File: config.mk
export PLATFORM = sky130hd
export DESIGN_NAME = uart_inst_rx
export DESIGN_NICKNAME = d
export VERILOG_FILES = /design/src/rtl/uart_inst_rx.sv
export SDC_FILE = /design/constraint.sdc
export NUM_CORES = 1
export LEC_CHECK = 0
export BUFFER_PORTS_ARGS = -buffer_cell sky130_fd_sc_hd__buf_2
export CORE_MARGIN = 1.5
export CORE_UTILIZATION = 25
export DETAILED_ROUTE_END_ITERATION = 8
export GPL_ROUTABILITY_DRIVEN = 1
export HOLD_SLACK_MARGIN = 0.15
export MAX_ROUTING_LAYER = met4
export PLACE_DENSITY = 0.38
export SYNTH_ARGS = -nofsm -noshare
export SYNTH_HDL_FRONTEND = slang
export SYNTH_SLANG_ARGS = --single-unit
File: constraint.sdc
create_clock -name clk -period 2 [get_ports clk]
set_input_delay 0 -clock clk [delete_from_list [all_inputs] [get_ports clk]]
set_output_delay 0 -clock clk [all_outputs]
set_load 0.005 [all_outputs]
File: src/rtl/uart_inst_rx.sv
// uart_inst_rx: UART receiver on the board RsRx line. It turns host bytes
// into calculator instruction words on inst_wd/inst_vld, which is the same
// path the button debouncer drives.
// The default frame is 8N1, LSB first, with 2-flop input synchronisation.
// Optional feature: define UART_PARITY_EN to receive 8E1 frames. That build
// adds a parity_err output pulse for frames whose even parity does not match.
module uart_inst_rx #(
  parameter int CLK_HZ = 100_000_000,
  parameter int BAUD   = 1_000_000
) (
  input  logic       clk,
  input  logic       rst,
  input  logic       rx,
  output logic [7:0] inst_wd,
  output logic       inst_vld,
  output logic       frame_err,
`ifdef UART_PARITY_EN
  output logic       parity_err,
`endif
  output logic       busy
);

  localparam int CLKS_PER_BIT = CLK_HZ / BAUD;
  localparam int HALF_BIT     = CLKS_PER_BIT / 2;
  localparam int CNT_W        = $clog2(CLKS_PER_BIT);

  // Mid-bit sampling needs enough clocks per bit to stay centred.
  if (CLKS_PER_BIT < 16) begin : g_bad_baud
    $error("uart_inst_rx: CLK_HZ/BAUD must be >= 16");
  end

  typedef enum logic [2:0] {
    S_IDLE,
    S_START,
    S_DATA,
    S_PARITY,
    S_STOP,
    S_BREAK
  } state_t;

  state_t           state_q, state_d;
  logic [CNT_W-1:0] baud_q, baud_d;
  logic [2:0]       bit_q, bit_d;
  logic [7:0]       shift_q, shift_d;
  logic [7:0]       wd_q, wd_d;
  logic             vld_q, vld_d;
  logic             ferr_q, ferr_d;
  logic             rx_meta_q, rx_s_q;
  logic             baud_tick;
`ifdef UART_PARITY_EN
  logic             par_q, par_d;
  logic             perr_q, perr_d;
`endif

  assign baud_tick = (baud_q == '0);

  // Two-flop synchroniser for the asynchronous serial line.
  // NOTE: these flops reset to 1, not 0. A 0 would look like a start bit as soon as reset is released.
  always_ff @(posedge clk or posedge rst) begin
    if (rst) begin
      rx_meta_q <= 1'b1;
      rx_s_q    <= 1'b1;
    end else begin
      rx_meta_q <= rx;
      rx_s_q    <= rx_meta_q;
    end
  end

  // State, counters, data and output pulse registers.
  // NOTE: sequential state uses non-blocking assignments only, so every flop updates from pre-edge values.
  always_ff @(posedge clk or posedge rst) begin
    if (rst) begin
      state_q <= S_IDLE;
      baud_q  <= '0;
      bit_q   <= '0;
      shift_q <= '0;
      wd_q    <= '0;
      vld_q   <= 1'b0;
      ferr_q  <= 1'b0;
`ifdef UART_PARITY_EN
      par_q   <= 1'b0;
      perr_q  <= 1'b0;
`endif
    end else begin
      state_q <= state_d;
      baud_q  <= baud_d;
      bit_q   <= bit_d;
      shift_q <= shift_d;
      wd_q    <= wd_d;
      vld_q   <= vld_d;
      ferr_q  <= ferr_d;
`ifdef UART_PARITY_EN
      par_q   <= par_d;
      perr_q  <= perr_d;
`endif
    end
  end

  // Next-state logic: frame sequencing, mid-bit sampling and pulse generation.
  // NOTE: every signal gets a default first, so no path through the case statement can infer a latch.
  always_comb begin
    state_d = state_q;
    baud_d  = baud_q;
    bit_d   = bit_q;
    shift_d = shift_q;
    wd_d    = wd_q;
    vld_d   = 1'b0;
    ferr_d  = 1'b0;
`ifdef UART_PARITY_EN
    par_d   = par_q;
    perr_d  = 1'b0;
`endif

    case (state_q)
      S_IDLE: begin
        if (!rx_s_q) begin
          state_d = S_START;
          baud_d  = CNT_W'(HALF_BIT - 1);
        end
      end

      S_START: begin
        if (baud_tick) begin
          if (!rx_s_q) begin
            state_d = S_DATA;
            baud_d  = CNT_W'(CLKS_PER_BIT - 1);
            bit_d   = '0;
          end else begin
            // The line went high again before mid-bit, so this was a glitch and not a start bit.
            state_d = S_IDLE;
          end
        end else begin
          baud_d = baud_q - CNT_W'(1);
        end
      end

      S_DATA: begin
        if (baud_tick) begin
          shift_d = {rx_s_q, shift_q[7:1]};
          baud_d  = CNT_W'(CLKS_PER_BIT - 1);
          bit_d   = bit_q + 3'd1;
          if (bit_q == 3'd7) begin
`ifdef UART_PARITY_EN
            state_d = S_PARITY;
`else
            state_d = S_STOP;
`endif
          end
        end else begin
          baud_d = baud_q - CNT_W'(1);
        end
      end

      S_PARITY: begin
`ifdef UART_PARITY_EN
        if (baud_tick) begin
          par_d   = rx_s_q;
          baud_d  = CNT_W'(CLKS_PER_BIT - 1);
          state_d = S_STOP;
        end else begin
          baud_d = baud_q - CNT_W'(1);
        end
`else
        state_d = S_IDLE;
`endif
      end

      S_STOP: begin
        if (baud_tick) begin
          // Returning to IDLE on the sample cycle lets a back-to-back start bit be seen on the next clock.
          state_d = S_IDLE;
          if (!rx_s_q) begin
            ferr_d  = 1'b1;
            state_d = S_BREAK;
`ifdef UART_PARITY_EN
          end else if (^{shift_q, par_q}) begin
            perr_d = 1'b1;
`endif
          end else begin
            wd_d  = shift_q;
            vld_d = 1'b1;
          end
        end else begin
          baud_d = baud_q - CNT_W'(1);
        end
      end

      S_BREAK: begin
        // Wait here while the line is held low, so a break is not read as a run of 0x00 bytes.
        if (rx_s_q) begin
          state_d = S_IDLE;
        end
      end

      default: state_d = S_IDLE;
    endcase
  end

  assign inst_wd   = wd_q;
  assign inst_vld  = vld_q;
  assign frame_err = ferr_q;
  assign busy      = (state_q != S_IDLE);
`ifdef UART_PARITY_EN
  assign parity_err = perr_q;
`endif

endmodule

==> impl_summary.txt, run 1 <==
----------------------------------------------------
[Synthesis]
  Synth cell types ... between 50 and 60
  Top cells by count, synth ... 31 x sky130_fd_sc_hd__dfrtp_1, 17 x sky130_fd_sc_hd__mux2_2, 9 x sky130_fd_sc_hd__inv_1
  Synth Warn # ... 0
  Mean post-synth cell area ... between 10 and 15 um^2
  Share of synthesized area occupied by flip-flops and latches ... between 40% and 50%
  Portion of synthesized cell area occupied by the leading cell type ... approximately 46%
  Portion of netlist area occupied by mux cells ... between 10% and 20%
  Xor-xnor portion of the synthesized cell area ... between 1.5 and 2%
  EDFF count, synth ... 0
  Most repeated cell in the gate-level netlist after synthesis ... sky130_fd_sc_hd__dfrtp_1
  Complex-gate fraction of the synthesized area ... between 10 and 15%
  Post-synth top area cell ... sky130_fd_sc_hd__dfrtp_1
  Synthesized area ... 1700 um^2
  Most used DFF post-synth ... sky130_fd_sc_hd__dfrtp_1
  Number of flip-flops and latches in the synthesized netlist ... 33
  Adder-Cell Fraction of Synth Area ... 2.94%
  Synthesized-area fraction occupied by and/or/nand/nor cells ... around 18%
  Dominant combinational cell family by area after synthesis ... simple AND/OR/NAND/NOR gates
  Fraction of registers with async set or reset after synthesis ... 100%
  Post-Syn Nets ... between 150 and 200
  Synth Instances ... 146
  Top area cells in the synthesized netlist ... sky130_fd_sc_hd__dfrtp_1 46%, sky130_fd_sc_hd__mux2_2 11%, sky130_fd_sc_hd__dfstp_2 3.1%

[STA]
  Final critical path time including I/O delays and setup ... 1.84 ns
  Highest clock frequency the design can meet ... approximately 540 MHz
  Max-slew violation count ... 0
  Largest clock skew in the final design ... between 0.003 and 0.004 ns
  Tightest Pin Transition ... 0.617 ns
  Fin crit share ... approximately 92%
  RSZ-0062 raised after global routing ... false
  Worst-case headroom to the max-slew limit ... approximately three fifths
  Number of hold violations in the final report ... 0
  Final TNS setup ... 0 ns
  Setup violation total in the final timing report ... 0
  Final setup margin ... roughly 0.16 ns

[Placed design]
  Global placement routability congestion ... approximately 0.79
  Estimated wirelength of the detail-placed design ... roughly 2600 um
  Worst setup slack after placement ... between 0.15 and 0.2 ns
  Number of port buffers ... 13

[Pwr]
  Maximum VDD drop ... around 360 uV
  Cell-internal power ... 1090 uW
  Power Total ... between 1000 and 1500 uW
  Portion of total power attributed to combinational logic ... approximately 2%
  Leakage power ... 0.00100 uW
  PD cells ... around 650 nW/um^2
  Switching power of the nets ... 267 uW
  Fraction of power consumed by the clock network ... around half
  Sequential share of power ... approximately half
  Switching share of power ... a little under 20%

[Final layout]
  Area delta synth->final ... 22.8%
  Share of post-route cells with drive strength above 1 ... about 37%
  Number of nets in the final layout ... roughly 180
  Final antenna diode count ... 0
  Filler cells ... roughly 660

[Floorplanning]
  Die Span X ... between 80 and 90 um
  DIE AREA ... 7310 um^2
  Ports ... 14
  Starting density of the core ... a little over a quarter
  Height of the die ... between 80 and 90 um
  Number of rows in the core area ... 29
  Core Region ... ~6500 um^2

[Worst setup path]
  Arrival @ worst endpoint ... ~2.0 ns
  Worst Setup End Kind ... flip-flop
  Required time reported for the critical path endpoint ... around 2.2 ns
  CP Max Fanout ... 9
  Setup slack of the worst register-to-register path ... 0.16 ns
  Crit path launch type ... flip-flop
  Origin of the worst setup path ... baud_q[0]
  Critical setup path kind ... reg2reg
  Path depth of the worst reg2reg path ... 6
  Worst R2R End ... inst_wd[3]
  Launch instance of the worst register-to-register path ... baud_q[0]

[Run]
  Max-capacitance violation count ... 0

[Detailed routing]
  WL met3 ... ~130 um
  Violation count after the first detailed-route iteration ... 45
  Routed len/inst ... roughly 14 um
  Met2 wire len ... 1650 um
  Routed Antenna Nets ... 0
  Drt total wl ... 3650 um
  Top Layer Used ... met4
  Routed length on met1 ... around 1800 um
  DRC violations left ... 0
  Iteration count of the initial detailed-routing pass ... 4
  Vias post-DR ... around 1200
  Post-DR vias/cell ... just under 5

[Clock network]
  Clk sink count ... 33
  H-tree level count ... 2
  Clock transition at the register clock pins on the worst setup and hold paths after CTS ... 0.07 ns
  CTS tree ... built
  Worst-case clock buffer depth ... 2
  Clock Tree Root ... sky130_fd_sc_hd__clkbuf_8
  Clock latency on the worst-skew pair ... between 0.2 and 0.3 ns
  Total clock buffers created by CTS ... 5
  Post-CTS Setup Repair Bufs ... 0

[Run status]
  Result of the run ... finished clean

[Global route]
  Overall Global Routing Usage ... a little under an eighth
  Initial antenna violation count ... 0
  Number of global-route vias before repair ... 1270
  Total congestion overflow after global routing ... 0
  Wire length of the first global-routing pass ... between 6000 and 7000 um
  Maximum number of pins on one net before global-route repair ... 34

[Min path]
  Worst hold path class ... in2async

----------------------------------------------------
## worst max path at each step
stage / to / cells past startpoint / slack, ns
final: inst_wd[3] / 6 / 0.16
after floorplan: shift_q[0] / 6 / 0.16
after global routing: inst_wd[2] / 6 / 0.03
after CTS: inst_wd[3] / 6 / 0.14
after detailed placement: inst_wd[1] / 6 / 0.15
after global placement: baud_q[1] / 7 / 0.12
## critical path, cell delays in order (launching register included)
cell                      delay (ns)
sky130_fd_sc_hd__dfrtp_1        0.39
sky130_fd_sc_hd__inv_1          0.08
sky130_fd_sc_hd__ha_1           0.17
sky130_fd_sc_hd__or3b_4         0.42
sky130_fd_sc_hd__nor2_4         0.18
sky130_fd_sc_hd__nand3_4        0.18
sky130_fd_sc_hd__mux2_2         0.31
## power groups by stage
stage	sequential (uW)	combinational, uW	clock, uW
2_1_floorplan	684	15.3	0
3_3_place_gp	684	25.0	0
3_5_place_dp	684	25.1	0
4_1_cts	671	28.0	676
5_1_grt	671	31.2	704
6_report	672	26.9	654
## flip-flops by register name, summed over array words and instances, names as in the netlist
name / cells
inst_wd: 8
shift_q: 8
baud_q: 7
bit_q: 3
state_q: 3
frame_err: 1
inst_vld: 1
rx_meta_q: 1
rx_s_q: 1
## stage by stage
step,hold WS (ns),instance area (um^2),std cells,utilization [%]
2_1_floorplan,0.00448,1700,146,-
3_3_place_gp,0.107,1950,244,30.1
3_5_place_dp,0.108,1950,244,30.1
4_1_cts,0.350,2080,254,32.3
5_1_grt,0.354,2090,254,32.4
6_report,0.353,2090,254,32.4
## cell type report
class / count / area, um^2 / share of cell area, %
clock buffers: 7 / 86.3 / 4.13
clock inverters: 1 / 30.0 / 1.44
inverters: 9 / 33.8 / 1.62
multi-input cells: 97 / 805 / 38.5
flip-flops and latches: 33 / 828 / 39.6
well taps: 77 / 96.3 / 4.61
repair buffers: 30 / 210 / 10.1
## cell usage in the layout (no fill, tap or decap), drive strengths merged, types with 3 or more instances in the layout
cell    netlist  routed
dfrtp        31      31
buf           5      28
mux2         17      17
nor3         10      10
inv           9       9
clkbuf        2       7
or3           6       6
o21ai         5       5
a31oi         5       5
nor2          5       5
nand2         5       5
ha            4       4
a21oi         4       4
a211oi        3       3
nand3         3       3
or3b          3       3
nor3b         3       3
## per-layer routing
layer | track usage, % | vias to the layer above
met2 | 16.7 | 27
met1 | 15.6 | 610
met5 | - | -
met4 | 3.96 | 0
met3 | 2.02 | 4
li1 | - | 599
## cells by family after synthesis
group	Yosys count
flip-flops	33
AO/OA/AOI/OAI	29
adder cells (fa/ha/maj)	4
buffers and inverters	16
XOR/XNOR	3
AND/OR/NAND/NOR	43
multiplexers	18
## what timing repair did
| action | in CTS | in global routing |
|---|---|---|
| gates resized for setup | 0 | 1 |
| endpoints found under the setup margin | 0 | 1 |
| hold endpoints to repair | 34 | 0 |
| hold buffers | 2 | 0 |
Power figures use the tool's default switching activity.
==> run 2, diff against run 1 <==
--- a/config.mk
+++ b/config.mk
@@ -10,6 +10,7 @@
 export CORE_UTILIZATION = 25
 export DETAILED_ROUTE_END_ITERATION = 8
 export GPL_ROUTABILITY_DRIVEN = 1
+export GPL_TIMING_DRIVEN = 0
 export HOLD_SLACK_MARGIN = 0.15
 export MAX_ROUTING_LAYER = met4
 export PLACE_DENSITY = 0.38
==> impl_summary.txt, run 2 (synthesis results as in run 1) <==
----------------------------------------------------
[Run status]
  Result of the run ... finished clean

[STA]
  Fin crit share ... 96.0% (+3.9 points)
  Number of hold violations in the final report ... 0 (unchanged)
  Final setup margin ... 0.0804 ns (-0.0781 ns)
  Worst-case headroom to the max-slew limit ... 59.8% (+1.4 points)
  Highest clock frequency the design can meet ... 521 MHz (-4.1%)
  Largest clock skew in the final design ... 0.00487 ns (+0.00174 ns)
  Tightest Pin Transition ... 0.597 ns (-0.0201 ns)
  Setup violation total in the final timing report ... 0 (unchanged)
  WHS ... 0.179 ns (-0.174 ns)
  Max-slew violation count ... 0 (unchanged)
  Final critical path time including I/O delays and setup ... 1.92 ns (+0.0781 ns)

[Global route]
  Maximum number of pins on one net before global-route repair ... 34 (unchanged)
  Number of global-route vias before repair ... 1226 (-3.5%)
  Overall Global Routing Usage ... 11.2% (-0.074 points)
  Wire length of the first global-routing pass ... 6130 um (-3.8%)
  Total congestion overflow after global routing ... 0 (unchanged)
  Initial antenna violation count ... 0 (unchanged)

[Detailed routing]
  Vias post-DR ... 1237 (-0.24%)
  Violation count after the first detailed-route iteration ... 85 (+89%)
  Post-DR vias/cell ... 4.95 (+1.4%)
  Drt total wl ... 3720 um (+1.9%)
  DRC violations left ... 0 (unchanged)
  Iteration count of the initial detailed-routing pass ... 4 (unchanged)
  Routed Antenna Nets ... 0 (unchanged)
  Routed len/inst ... 14.9 um (+3.6%)

[Final layout]
  Final antenna diode count ... 0 (unchanged)
  Area delta synth->final ... 21.2%
  Combined area of the multi-input logic cells ... 823 um^2 (+2.3%)
  Summed area of non-filler cells in the final layout ... 2060 um^2 (-1.3%)
  Storage cell area ... 828 um^2 (unchanged)
  Number of nets in the final layout ... 180 (-1.6%)
  Most frequent cells in the layout ... 31 x sky130_fd_sc_hd__dfrtp_1, 17 x sky130_fd_sc_hd__mux2_2, 16 x sky130_fd_sc_hd__buf_2
  Final core utilization ... 31.9% (-0.43 points)
  Filler cells ... 662 (-0.30%)
  Share of post-route cells with drive strength above 1 ... 36.4% (-0.31 points)
  Leading cell type in the layout, fill and taps excluded ... sky130_fd_sc_hd__dfrtp_1

[Worst setup path]
  Worst path buffer plus inverter count ... 1 (unchanged)
  Worst Setup End Kind ... flip-flop
  Cells along the critical path ... inv_1 -> ha_1 -> or3b_4 -> nor2_4 -> nand3_4 -> mux2_2
  Required time reported for the critical path endpoint ... 2.16 ns (about the same)
  CP Max Fanout ... 9 (unchanged)
  Critical path's top delay family ... simple AND/OR/NAND/NOR gates
  Critical-path top delay cell ... sky130_fd_sc_hd__or3b_4
  Crit path launch type ... flip-flop
  Critical setup path kind ... reg2reg
  Delay of the slowest cell on the worst path ... 0.42 ns (about the same)
  Arrival @ worst endpoint ... 2.08 ns (+0.07 ns)

[Floorplanning]
  Starting density of the core ... 26.3% (unchanged)
  Die Span X ... 85.5 um (unchanged)
  DIE AREA ... 7310 um^2 (unchanged)
  Core Region ... 6460 um^2 (unchanged)
  Height of the die ... 85.5 um (unchanged)
  Number of rows in the core area ... 29 (unchanged)
  Ports ... 14 (unchanged)

[Clock network]
  Worst-case clock buffer depth ... 2 (unchanged)
  H-tree level count ... 2 (unchanged)
  Clock Tree Root ... sky130_fd_sc_hd__clkbuf_8
  Clock transition at the register clock pins on the worst setup and hold paths after CTS ... 0.07 ns (about the same)
  Clock latency on the worst-skew pair ... 0.28 ns (about the same)
  Clk sink count ... 33 (unchanged)
  Total clock buffers created by CTS ... 5 (unchanged)
  CTS tree ... built

[Placed design]
  Number of port buffers ... 13 (unchanged)
  Cell Area, Placed ... 1860 um^2 (-4.3%)
  Worst setup slack after placement ... -0.128 ns (-0.282 ns)
  Estimated wirelength of the detail-placed design ... 2580 um (-2.1%)
  Global placement routability congestion ... 0.778 (-1.8%)

[Min path]
  Worst hold path class ... in2async

[Pwr]
  Portion of total power attributed to combinational logic ... 2.5% (+0.5 points)
  Fraction of power consumed by the clock network ... 42.2% (-6.1 points)
  Sequential share of power ... 55.3% (+5.6 points)
  Switching power of the nets ... 261 uW (-2.3%)
  PD cells ... 589 nW/um^2 (-9.0%)
  Maximum VDD drop ... 321 uV (-11%)
  Switching share of power ... 21.5% (+1.7 points)
  Power Total ... 1210 uW (-10%)
  Cell-internal power ... 954 uW (-12%)
  Leakage power ... 0.000976 uW (-2.6%)

[Run]
  Max-capacitance violation count ... 0 (unchanged)

----------------------------------------------------
[run 2: power by group through the flow]
stage / clock (uW) / combinational, uW / sequential [uW]
2_1_floorplan: 0 / 15.3 / 684
3_3_place_gp: 0 / 22.9 / 684
3_5_place_dp: 0 / 23.6 / 684
4_1_cts: 535 / 26.2 / 671
5_1_grt: 561 / 34.1 / 671
6_report: 512 / 30.5 / 672
[run 2: cell type report]
type | instances | share of cell area [%]
clock inverters | 1 | 0.364
clock buffers | 6 | 4.00
multi-input cells | 97 | 39.9
repair buffers | 20 | 7.16
well taps | 77 | 4.67
plain buffers | 7 | 2.06
flip-flops and latches | 33 | 40.2
inverters | 9 | 1.64
[run 2: path summary, 6_finish.rpt]
| check | startpoint | end | slack, ns | cells after the start |
|---|---|---|---|---|
| min reg2reg | rx_meta_q | rx_s_q | 0.36 | 0 |
| min in group clk | rx_meta_q | rx_s_q | 0.36 | 0 |
| max in group asynchronous | rst | rx_s_q | 1.34 | 4 |
| min | rst | inst_wd[4] | 0.18 | 3 |
| max | baud_q[0] | inst_wd[0] | 0.08 | 6 |
| max reg2reg | baud_q[0] | inst_wd[0] | 0.08 | 6 |
[run 2: worst min-delay path, delay by kind of cell]
kind,cells,cell delay (ns)
buffers and inverters,3,0.85
[run 2: metrics by stage]
step,std cells,TNS (ns)
global route,250,-0.124
CTS,247,0
global placement,236,-1.07
floorplan,146,0
detailed placement,236,-1.21
finish,250,0
[run 2: repair_timing]
item / CTS / global route
hold buffers: 2 / 0
endpoints found under the hold margin: 32 / 0
buffers inserted: 2 / 2
endpoints found under the setup margin: 12 / 14
gates resized for setup: 2 / 3
pin swaps: 1 / 1
[run 2: layer usage]
metal | wire length [um] | global-route usage [%] | part of all wire [%]
met1 | 1710 | 14.0 | 46
met2 | 1830 | 17.8 | 49
met3 | 116 | 2.60 | 3.1
met4 | 68 | 4.25 | 1.8
met5 | 0 | - | 0
